--- src/rtl/mem_bus_arbiter_pkg.sv ---
// Shared types for the memory bus arbiter: FSM states, access owners and
// address-region decode on adr[17:16].
package mem_arb_pkg;

  typedef enum logic [1:0] {
    IDLE = 2'd0,
    BUS  = 2'd1,
    RESP = 2'd2
  } state_t;

  typedef enum logic [1:0] {
    OWN_NONE = 2'd0,
    OWN_DBG  = 2'd1,
    OWN_DBUS = 2'd2,
    OWN_IBUS = 2'd3
  } owner_t;

  localparam logic [1:0] REG_RAM  = 2'b00;
  localparam logic [1:0] REG_MMIO = 2'b01;
  localparam logic [1:0] REG_ROM  = 2'b10;
  localparam logic [1:0] REG_BAD  = 2'b11;

  // Request / grant bit positions used by the picker
  localparam int GNT_DBG  = 0;
  localparam int GNT_DBUS = 1;
  localparam int GNT_IBUS = 2;

  function automatic logic is_unmapped(input logic [1:0] region);
    return region == REG_BAD;
  endfunction

endpackage

--- src/rtl/mem_bus_arbiter_if.sv ---
// Requester handshakes and shared memory bus of the arbiter.
// slave = arbiter view, master = requesters plus bus slaves.
interface mem_bus_arbiter_if #(
  parameter int ADR_W  = 32,
  parameter int DATA_W = 32
);
  localparam int BE_W = DATA_W / 8;

  logic              cpu_run;

  logic              dbg_req;
  logic [ADR_W-1:0]  dbg_adr;
  logic [BE_W-1:0]   dbg_wren;
  logic [DATA_W-1:0] dbg_di;
  logic              dbg_ack;
  logic              dbg_rsp_valid;

  logic              dbus_req;
  logic [ADR_W-1:0]  dbus_adr;
  logic [BE_W-1:0]   dbus_wren;
  logic [DATA_W-1:0] dbus_di;
  logic              dbus_ack;
  logic              dbus_rsp_valid;
  logic              dbus_rsp_error;

  logic              ibus_req;
  logic [ADR_W-1:0]  ibus_adr;
  logic              ibus_ack;
  logic              ibus_rsp_valid;
  logic              ibus_rsp_error;

  logic [DATA_W-1:0] rsp_data;

  logic              m_op;
  logic [ADR_W-1:0]  m_adr;
  logic [BE_W-1:0]   m_wren;
  logic [DATA_W-1:0] m_di;
  logic [DATA_W-1:0] m_do;

  modport slave (
    input  cpu_run,
    input  dbg_req, dbg_adr, dbg_wren, dbg_di,
    output dbg_ack, dbg_rsp_valid,
    input  dbus_req, dbus_adr, dbus_wren, dbus_di,
    output dbus_ack, dbus_rsp_valid, dbus_rsp_error,
    input  ibus_req, ibus_adr,
    output ibus_ack, ibus_rsp_valid, ibus_rsp_error,
    output rsp_data,
    output m_op, m_adr, m_wren, m_di,
    input  m_do
  );

  modport master (
    output cpu_run,
    output dbg_req, dbg_adr, dbg_wren, dbg_di,
    input  dbg_ack, dbg_rsp_valid,
    output dbus_req, dbus_adr, dbus_wren, dbus_di,
    input  dbus_ack, dbus_rsp_valid, dbus_rsp_error,
    output ibus_req, ibus_adr,
    input  ibus_ack, ibus_rsp_valid, ibus_rsp_error,
    input  rsp_data,
    input  m_op, m_adr, m_wren, m_di,
    output m_do
  );

endinterface

--- src/rtl/mem_bus_arbiter_prio_pick.sv ---
// arb_prio_pick: dbg > CPU one-hot picker. ARB_RR_EN selects round-robin
// between dbus and ibus; otherwise dbus always beats ibus.
module arb_prio_pick
  import mem_arb_pkg::*;
(
  input  logic       clk,
  input  logic       reset,
  input  logic [2:0] req,
  input  logic       advance,
  output logic [2:0] gnt
);

`ifdef ARB_RR_EN
  // Set when ibus was the last CPU port served; reset value lets dbus win first
  logic last_ibus;

  always_ff @(posedge clk) begin
    if (reset) begin
      last_ibus <= 1'b1;
    end else if (advance) begin
      if (gnt[GNT_DBUS])
        last_ibus <= 1'b0;
      else if (gnt[GNT_IBUS])
        last_ibus <= 1'b1;
    end
  end

  always_comb begin
    gnt = '0;
    if (req[GNT_DBG])
      gnt[GNT_DBG] = 1'b1;
    else if (req[GNT_DBUS] && req[GNT_IBUS]) begin
      if (last_ibus)
        gnt[GNT_DBUS] = 1'b1;
      else
        gnt[GNT_IBUS] = 1'b1;
    end else if (req[GNT_DBUS])
      gnt[GNT_DBUS] = 1'b1;
    else if (req[GNT_IBUS])
      gnt[GNT_IBUS] = 1'b1;
  end
`else
  logic unused_rr;
  assign unused_rr = ^{clk, reset, advance};

  always_comb begin
    gnt = '0;
    if (req[GNT_DBG])
      gnt[GNT_DBG] = 1'b1;
    else if (req[GNT_DBUS])
      gnt[GNT_DBUS] = 1'b1;
    else if (req[GNT_IBUS])
      gnt[GNT_IBUS] = 1'b1;
  end
`endif

endmodule

--- src/rtl/mem_bus_arbiter.sv ---
// Shared memory bus arbiter: dbg > CPU (dbus/ibus), one registered bus op per
// grant, IDLE -> BUS -> RESP. Optional macro ARB_RR_EN: dbus/ibus round-robin.
module mem_bus_arbiter
  import mem_arb_pkg::*;
#(
  parameter int ADR_W  = 32,
  parameter int DATA_W = 32
) (
  input  logic             clk,
  input  logic             reset,
  mem_bus_arbiter_if.slave bus
);

  localparam int BE_W = DATA_W / 8;

  state_t            state_q, state_d;
  owner_t            owner_q, sel_own;
  logic              err_q, zero_q;
  logic [2:0]        req, gnt;
  logic              win;
  logic [ADR_W-1:0]  sel_adr;
  logic [BE_W-1:0]   sel_wren;
  logic [DATA_W-1:0] sel_di;
  logic              sel_bad, sel_zero;

  logic              m_op_q;
  logic [ADR_W-1:0]  m_adr_q;
  logic [BE_W-1:0]   m_wren_q;
  logic [DATA_W-1:0] m_di_q;

  assign req = {bus.ibus_req & bus.cpu_run, bus.dbus_req & bus.cpu_run, bus.dbg_req};
  assign win = (state_q == IDLE) && (|gnt);

  arb_prio_pick u_pick (
    .clk     (clk),
    .reset   (reset),
    .req     (req),
    .advance (win),
    .gnt     (gnt)
  );

  always_comb begin
    sel_own  = OWN_NONE;
    sel_adr  = '0;
    sel_wren = '0;
    sel_di   = '0;
    if (gnt[GNT_DBG]) begin
      sel_own  = OWN_DBG;
      sel_adr  = bus.dbg_adr;
      sel_wren = bus.dbg_wren;
      sel_di   = bus.dbg_di;
    end else if (gnt[GNT_DBUS]) begin
      sel_own  = OWN_DBUS;
      sel_adr  = bus.dbus_adr;
      sel_wren = bus.dbus_wren;
      sel_di   = bus.dbus_di;
    end else if (gnt[GNT_IBUS]) begin
      sel_own  = OWN_IBUS;
      sel_adr  = bus.ibus_adr;
    end
  end

  // Only CPU accesses are errors; debug still drives the bus but nothing answers
  assign sel_zero = is_unmapped(sel_adr[17:16]);
  assign sel_bad  = sel_zero && (sel_own != OWN_DBG);

  always_ff @(posedge clk) begin
    if (reset)
      state_q <= IDLE;
    else
      state_q <= state_d;
  end

  always_comb begin
    state_d = state_q;
    case (state_q)
      IDLE:    if (win) state_d = BUS;
      BUS:     state_d = RESP;
      RESP:    state_d = IDLE;
      default: state_d = IDLE;
    endcase
  end

  always_ff @(posedge clk) begin
    if (reset) begin
      owner_q  <= OWN_NONE;
      err_q    <= 1'b0;
      zero_q   <= 1'b0;
      m_op_q   <= 1'b0;
      m_adr_q  <= '0;
      m_wren_q <= '0;
      m_di_q   <= '0;
    end else begin
      m_op_q <= 1'b0;
      if (win) begin
        owner_q  <= sel_own;
        err_q    <= sel_bad;
        zero_q   <= sel_zero;
        m_op_q   <= ~sel_bad;
        m_adr_q  <= sel_adr;
        m_wren_q <= sel_bad ? '0 : sel_wren;
        m_di_q   <= sel_di;
      end
    end
  end

  assign bus.m_op   = m_op_q;
  assign bus.m_adr  = m_adr_q;
  assign bus.m_wren = m_wren_q;
  assign bus.m_di   = m_di_q;

  assign bus.dbg_ack        = (state_q == BUS)  && (owner_q == OWN_DBG);
  assign bus.dbus_ack       = (state_q == BUS)  && (owner_q == OWN_DBUS);
  assign bus.ibus_ack       = (state_q == BUS)  && (owner_q == OWN_IBUS);
  assign bus.dbg_rsp_valid  = (state_q == RESP) && (owner_q == OWN_DBG);
  assign bus.dbus_rsp_valid = (state_q == RESP) && (owner_q == OWN_DBUS);
  assign bus.ibus_rsp_valid = (state_q == RESP) && (owner_q == OWN_IBUS);
  assign bus.dbus_rsp_error = bus.dbus_rsp_valid && err_q;
  assign bus.ibus_rsp_error = bus.ibus_rsp_valid && err_q;

  // Unmapped accesses and non-RESP cycles present 0 regardless of m_do
  assign bus.rsp_data = ((state_q == RESP) && !zero_q) ? bus.m_do : '0;

endmodule

--- src/flat_wrapper.sv ---
// flat-port wrapper written by rule: the top's interface ports become plain ports
module mem_bus_arbiter_flat import mem_arb_pkg::*;
#(
  parameter int ADR_W  = 32,
  parameter int DATA_W = 32
)
  (clk, reset, bus_cpu_run, bus_dbg_req, bus_dbg_adr, bus_dbg_wren, bus_dbg_di, bus_dbg_ack, bus_dbg_rsp_valid, bus_dbus_req, bus_dbus_adr, bus_dbus_wren, bus_dbus_di, bus_dbus_ack, bus_dbus_rsp_valid, bus_dbus_rsp_error, bus_ibus_req, bus_ibus_adr, bus_ibus_ack, bus_ibus_rsp_valid, bus_ibus_rsp_error, bus_rsp_data, bus_m_op, bus_m_adr, bus_m_wren, bus_m_di, bus_m_do);
  mem_bus_arbiter_if #(.ADR_W(ADR_W), .DATA_W(DATA_W)) bus_i ();
  input  logic clk;
  input  logic reset;
  input wire logic [$bits(bus_i.cpu_run)-1:0] bus_cpu_run;
  input wire logic [$bits(bus_i.dbg_req)-1:0] bus_dbg_req;
  input wire logic [$bits(bus_i.dbg_adr)-1:0] bus_dbg_adr;
  input wire logic [$bits(bus_i.dbg_wren)-1:0] bus_dbg_wren;
  input wire logic [$bits(bus_i.dbg_di)-1:0] bus_dbg_di;
  output wire logic [$bits(bus_i.dbg_ack)-1:0] bus_dbg_ack;
  output wire logic [$bits(bus_i.dbg_rsp_valid)-1:0] bus_dbg_rsp_valid;
  input wire logic [$bits(bus_i.dbus_req)-1:0] bus_dbus_req;
  input wire logic [$bits(bus_i.dbus_adr)-1:0] bus_dbus_adr;
  input wire logic [$bits(bus_i.dbus_wren)-1:0] bus_dbus_wren;
  input wire logic [$bits(bus_i.dbus_di)-1:0] bus_dbus_di;
  output wire logic [$bits(bus_i.dbus_ack)-1:0] bus_dbus_ack;
  output wire logic [$bits(bus_i.dbus_rsp_valid)-1:0] bus_dbus_rsp_valid;
  output wire logic [$bits(bus_i.dbus_rsp_error)-1:0] bus_dbus_rsp_error;
  input wire logic [$bits(bus_i.ibus_req)-1:0] bus_ibus_req;
  input wire logic [$bits(bus_i.ibus_adr)-1:0] bus_ibus_adr;
  output wire logic [$bits(bus_i.ibus_ack)-1:0] bus_ibus_ack;
  output wire logic [$bits(bus_i.ibus_rsp_valid)-1:0] bus_ibus_rsp_valid;
  output wire logic [$bits(bus_i.ibus_rsp_error)-1:0] bus_ibus_rsp_error;
  output wire logic [$bits(bus_i.rsp_data)-1:0] bus_rsp_data;
  output wire logic [$bits(bus_i.m_op)-1:0] bus_m_op;
  output wire logic [$bits(bus_i.m_adr)-1:0] bus_m_adr;
  output wire logic [$bits(bus_i.m_wren)-1:0] bus_m_wren;
  output wire logic [$bits(bus_i.m_di)-1:0] bus_m_di;
  input wire logic [$bits(bus_i.m_do)-1:0] bus_m_do;
  assign bus_i.cpu_run = bus_cpu_run;
  assign bus_i.dbg_req = bus_dbg_req;
  assign bus_i.dbg_adr = bus_dbg_adr;
  assign bus_i.dbg_wren = bus_dbg_wren;
  assign bus_i.dbg_di = bus_dbg_di;
  assign bus_dbg_ack = bus_i.dbg_ack;
  assign bus_dbg_rsp_valid = bus_i.dbg_rsp_valid;
  assign bus_i.dbus_req = bus_dbus_req;
  assign bus_i.dbus_adr = bus_dbus_adr;
  assign bus_i.dbus_wren = bus_dbus_wren;
  assign bus_i.dbus_di = bus_dbus_di;
  assign bus_dbus_ack = bus_i.dbus_ack;
  assign bus_dbus_rsp_valid = bus_i.dbus_rsp_valid;
  assign bus_dbus_rsp_error = bus_i.dbus_rsp_error;
  assign bus_i.ibus_req = bus_ibus_req;
  assign bus_i.ibus_adr = bus_ibus_adr;
  assign bus_ibus_ack = bus_i.ibus_ack;
  assign bus_ibus_rsp_valid = bus_i.ibus_rsp_valid;
  assign bus_ibus_rsp_error = bus_i.ibus_rsp_error;
  assign bus_rsp_data = bus_i.rsp_data;
  assign bus_m_op = bus_i.m_op;
  assign bus_m_adr = bus_i.m_adr;
  assign bus_m_wren = bus_i.m_wren;
  assign bus_m_di = bus_i.m_di;
  assign bus_i.m_do = bus_m_do;
  mem_bus_arbiter #(.ADR_W(ADR_W), .DATA_W(DATA_W)) u_core (.clk(clk), .reset(reset), .bus(bus_i));
endmodule
--- config.mk ---
export PLATFORM = sky130hd
export DESIGN_NAME = mem_bus_arbiter_flat
export DESIGN_NICKNAME = d
export VERILOG_FILES = /design/src/rtl/mem_bus_arbiter_pkg.sv /design/src/rtl/mem_bus_arbiter_if.sv /design/src/rtl/mem_bus_arbiter_prio_pick.sv /design/src/rtl/mem_bus_arbiter.sv /design/src/flat_wrapper.sv
export SDC_FILE = /design/constraint.sdc
export NUM_CORES = 1
export LEC_CHECK = 0
export BUFFER_PORTS_ARGS = -buffer_cell sky130_fd_sc_hd__buf_2
export CAP_MARGIN = 20
export CORE_AREA = 2 2 122 124
export CTS_CLUSTER_DIAMETER = 100
export DETAILED_ROUTE_END_ITERATION = 7
export DIE_AREA = 0 0 124 126
export PLACE_DENSITY = 0.69
export SYNTH_ARGS = -nofsm -noshare
export SYNTH_HDL_FRONTEND = slang
export SYNTH_SLANG_ARGS = --single-unit
--- constraint.sdc ---
create_clock -name clk -period 3.9 [get_ports clk]
set_input_delay 0.585 -clock clk [delete_from_list [all_inputs] [get_ports clk]]
set_output_delay 0.585 -clock clk [all_outputs]
set_load 0.03 [all_outputs]
---- After elaboration in Yosys (flattened, before gate mapping) ----
Cells that the tools add are included.
operators by class
  muxes and demuxes ....................... 19
  bitwise logic cells ..................... 4
  equality and inequality tests ........... 8
  reduce and logical (&&, ||, !) cells .... 15
operator list
  kind                                                 count
  2-to-1 mux 32 bit                                    6
  2-to-1 mux 4 bit                                     3
  logical AND 1 bit                                    11
  2-to-1 mux 2 bit                                     5
  equality test 2 bit, second input constant           4
  equality test 2 x 1 -> 1 bit, second input constant  2
  2-to-1 mux 1 bit                                     4
  one-hot mux 2 bit (2 select lines)                   1
  OR reduction 3 bit                                   1
  AND 1 bit                                            2
  zero test 2 bit                                      1
  != test 2 x 1 -> 1 bit, second input constant        1
  != test 2 bit, second input constant                 1
  NOT 1 bit                                            2
  OR reduction 2 bit                                   1
  zero test 1 bit                                      1
word-level totals
  word-level logic and storage cells ...... 54
  register bits after elaboration ......... 75

---- Longest topological paths before layout ----
  depth in word-level cells ............... 10
  mapped depth ............................ 7

---- Hierarchy ----
A second synthesis with hierarchy kept.
second synthesis, totals
  cells, all modules ...................... 437
  area total of the unflattened synthesis .. 4191.5 sq um
by module, submodules not included
  module           cells each  times used  area an instance (sq um)
  mem_bus_arbiter  434         1           4165.2
  arb_prio_pick    3           1           26.3

---- Least setup slack after synthesis ----
No wires, ideal clock.
  path type ............................... register -> output
  from .................................... register u_core.state_q[1]
  to ...................................... output bus_ibus_rsp_error
  data arrival time ....................... 1.639 ns
  path buffers ............................ 0
  data required time ...................... 3.315 ns
  setup slack ............................. 1.676 ns
  stages on the path, launching flop included .. 4
  cells stage by stage .................... dfxtp_1 nand2_1 nor3b_1 and2_1
on the way
  longest elaborated chain between the ends .. 3
RTL lines
  what                      RTL line                text
  start: declaration        mem_bus_arbiter.sv:16   state_t state_q, state_d;
  start signal: assignment  mem_bus_arbiter.sv:71   state_q <= state_d;
  equality test 2 bit       mem_bus_arbiter.sv:117  assign bus.ibus_rsp_valid = (state_q == RESP) && (owner_q == OWN_IBUS);
  logical AND 1 bit         mem_bus_arbiter.sv:117
  via bus_ibus_rsp_valid    flat_wrapper.sv:28      output wire logic [$bits(bus_i.ibus_rsp_valid)-1:0] bus_ibus_rsp_valid;
  logical AND 1 bit         mem_bus_arbiter.sv:119  assign bus.ibus_rsp_error = bus.ibus_rsp_valid && err_q;
  end: declaration          flat_wrapper.sv:29      output wire logic [$bits(bus_i.ibus_rsp_error)-1:0] bus_ibus_rsp_error;
The timed path passes the listed nets, and every way through them passes these cells.

---- Final worst setup path ----
  from .................................... input bus_dbg_req
  to ...................................... register u_core.m_di_q[27], in the netlist u_core.bus.m_di[27]
on the way
  longest elaborated chain between the ends .. 3
  elaborated cells between the ends (all ways) .. 6
  classes of those cells .................. mux: 4; reduce/logical: 2
RTL lines
  what                                                     RTL line                                      text
  start: declaration                                       flat_wrapper.sv:12                            input wire logic [$bits(bus_i.dbg_req)-1:0] bus_dbg_req;
  2-to-1 mux 2 bit or 2-to-1 mux 1 bit (tied branches)     mem_bus_arbiter_prio_pick.sv:48               if (req[GNT_DBG])
  2-to-1 mux 32 bit or OR reduction 3 bit (tied branches)  mem_bus_arbiter.sv:52, mem_bus_arbiter.sv:32
  2-to-1 mux 32 bit or logical AND 1 bit (tied branches)   mem_bus_arbiter.sv:47, mem_bus_arbiter.sv:32
  end signal: assignment                                   mem_bus_arbiter.sv:102                        m_di_q <= sel_di;
  end: declaration                                         mem_bus_arbiter.sv:29                         logic [DATA_W-1:0] m_di_q;
Several ways; a longest one is shown, not always the timed one.
A chain may end at the register's enable or synchronous reset.

==> flow_summary_export.csv <==
group,metric,value,unit
layout,nNetsFinal,922,
grt,grt_max_degree,67,
setup_path,ff2ff_setup_slack,1.84,ns
sta,fin_skew,0.004061,ns
sta,setup_violations,0,
drt,ant_nets,0,
yosys,synth_nets,635,
sta,slew_violations,0,
sta,min_period_over_period,0.5906,
yosys,ys_seq_elements,75,
die,chipHeight,126,µm
clock_tree,clock-sinks,75,
setup_path,start_kind,"input port",
clock_tree,cts-root-buf,"clkbuf_16",
place,pre_cts_ws,1.184,ns
layout,design_area,0.005624,mm²
outcome,outcome,"finished clean",
yosys,netlist_area,0.003687,mm²
die,ios,315,
grt,grt_pass1_vias,4077,
sta,slew_headroom,0.4784,
flow_run,drv_cap,0,
drt,drtIter0Drc,214,
sta,rsz0062_at_grt,"false",
grt,grt_pass1_wl,20.84,mm
clock_tree,cts_setup_buffers,0,
drt,drc,0,
layout,drive_above_1_share,0.4861,
drt,vias,4405,
clock_tree,cts_resized,0,
sta,post-route-min-period,2.303,ns
place,port_buffers,314,
yosys,syn_inst,429,
grt,grt_overflow_total,0,
grt,track_usage,0.1705,
clock_tree,clk_latency,0.34,ns
yosys,synthFlopType,"dfxtp_1",
die,die_w,124,µm
yosys,ys_warn_count,0,
place,place_area,0.005345,mm²
clock_tree,cts_buffers,9,
setup_path,worstSetupEndpointType,"flip-flop",
setup_path,crit_type,"in2reg",
pwr,p_per_area,405.6,mW/mm²
clock_tree,clock_path_buffers,2,
place,place.gp.congestion,0.8124,
pwr,peakVddDrop,304.1,µV
clock_tree,clk_pin_slew_worst_paths,0.06,ns
sta,setup_ws,1.597,ns
sta,setup_tns,0,ns
setup_path,arrival,2.55,ns
clock_tree,htreeDepth,3,
yosys,yosysUniqueCellTypes,37,
yosys,seq_area_frac_synth,0.4072,
drt,dr.pass1.iters,4,
drt,post_drt_wl_per_cell,15.59,µm
die,start_util,0.2576,
die,fp.dieArea,0.01562,mm²
die,core-area,0.01431,mm²
sta,hold_viol_final,0,
drt,drt-total-wl,14.11,mm
clock_tree,cts_tree,"built",
clock_tree,ctsHoldBuffers,0,
grt,antenna_found_initial,2,
die,placement_rows,44,
layout,area_growth,52.53,%
pwr,cellLeakagePower,0.002781,µW
layout,final_cell_mix,"314 x buf_2, 75 x dfxtp_1, 42 x nor2_1",
drt,via_per_inst,4.867,
yosys,synth-async-reset-ratio,0,
sta,tightest_slew,0.7824,ns
yosys,synth-edff-count,0,
layout,layout_commonest_cell,"buf_2",
hold_path,hold_class,"reg2reg",
setup_path,crit_required,4.15,ns
setup_path,critPathMaxFanout,37,
place,post-dp-hpwl,10.73,mm
sta,fmax,434.2,MHz
yosys,avgSynthCellArea,8.595,µm²
-- sequential cells by signal, indices dropped and copies added, names as in the netlist --
signal,cells
u_core.bus.m_di,32
u_core.owner_q,2
u_core.err_q,1
u_core.bus.m_wren,4
u_core.bus.m_op,1
u_core.state_q,2
u_core.zero_q,1
u_core.bus.m_adr,32
-- where the power goes --
part | total, µW | internal (µW) | switching, µW
sequential | 882 | 842 | 39.7
clock | 744 | 441 | 303
combinational | 656 | 241 | 415
-- through the flow --
| step | power, µW | hold slack, ns | instances | util |
|---|---|---|---|---|
| 3_3_place_gp | 1554 | 0.4356 | 888 | 0.3734 |
| 5_1_grt | 2391 | 0.4627 | 905 | 0.3929 |
| 2_1_floorplan | 1314 | 0.4401 | 429 | - |
| 6_report | 2281 | 0.4446 | 905 | 0.3929 |
| 4_1_cts | 2307 | 0.4489 | 903 | 0.3917 |
| 3_5_place_dp | 1556 | 0.4416 | 888 | 0.3734 |
-- area by class of cell --
class	count	area (µm²)
multi-input cells	304	1971
flip-flops and latches	75	1501
clock inverters	3	15.01
well taps	184	230.2
inverters	3	11.26
clock buffers	12	246.5
fillers	1490	8690
repair buffers	323	1647
diodes	1	2.502
-- worst paths after layout --
kind | from | cells after the start | to
max | bus_dbg_req | 7 | u_core.bus.m_di[27]
min | u_core.bus.m_adr[9] | 2 | u_core.bus.m_adr[9]
max reg2reg | u_core.state_q[0] | 5 | u_core.owner_q[0]
min reg2reg | u_core.bus.m_adr[9] | 2 | u_core.bus.m_adr[9]
-- synth_stat cells (2+ instances only) --
library cell | instances | area share
a211oi_1 | 2 | 0.0041
a21oi_1 | 34 | 0.046
a221o_1 | 30 | 0.081
a221oi_1 | 25 | 0.059
a221oi_2 | 7 | 0.029
and2_1 | 37 | 0.063
and3_1 | 4 | 0.0068
buf_2 | 6 | 0.0081
buf_6 | 3 | 0.0092
clkbuf_1 | 37 | 0.038
dfxtp_1 | 75 | 0.41
inv_1 | 2 | 0.0020
nand2_1 | 33 | 0.034
nand2b_1 | 3 | 0.0051
nor2_1 | 42 | 0.043
nor3_1 | 34 | 0.046
nor3b_1 | 2 | 0.0041
o211ai_1 | 31 | 0.063
o2bb2ai_1 | 4 | 0.0095
-- routing by layer --
layer	track usage	vias to the layer above	wire length, µm
met3	0.04755	30	1056
met1	0.2130	1994	6096
li1	-	2186	-
met2	0.2754	193	6580
met4	0.06874	2	356
met5	0	-	16
-- worst max-delay path: stages --
cell and delay, ns:
buf_2 0.20, buf_4 0.27, inv_2 0.50, and3_1 0.25, buf_4 0.38, a221oi_1 0.14, nor3_1 0.19
-- cells by family after synthesis --
family	count (synthesis)	synth area share
AND/OR/NAND/NOR	164	0.2229
AO/OA/AOI/OAI	140	0.3098
buffers and inverters	50	0.06006
flip-flops	75	0.4072
Note: power is estimated with default switching activity, not from simulation.
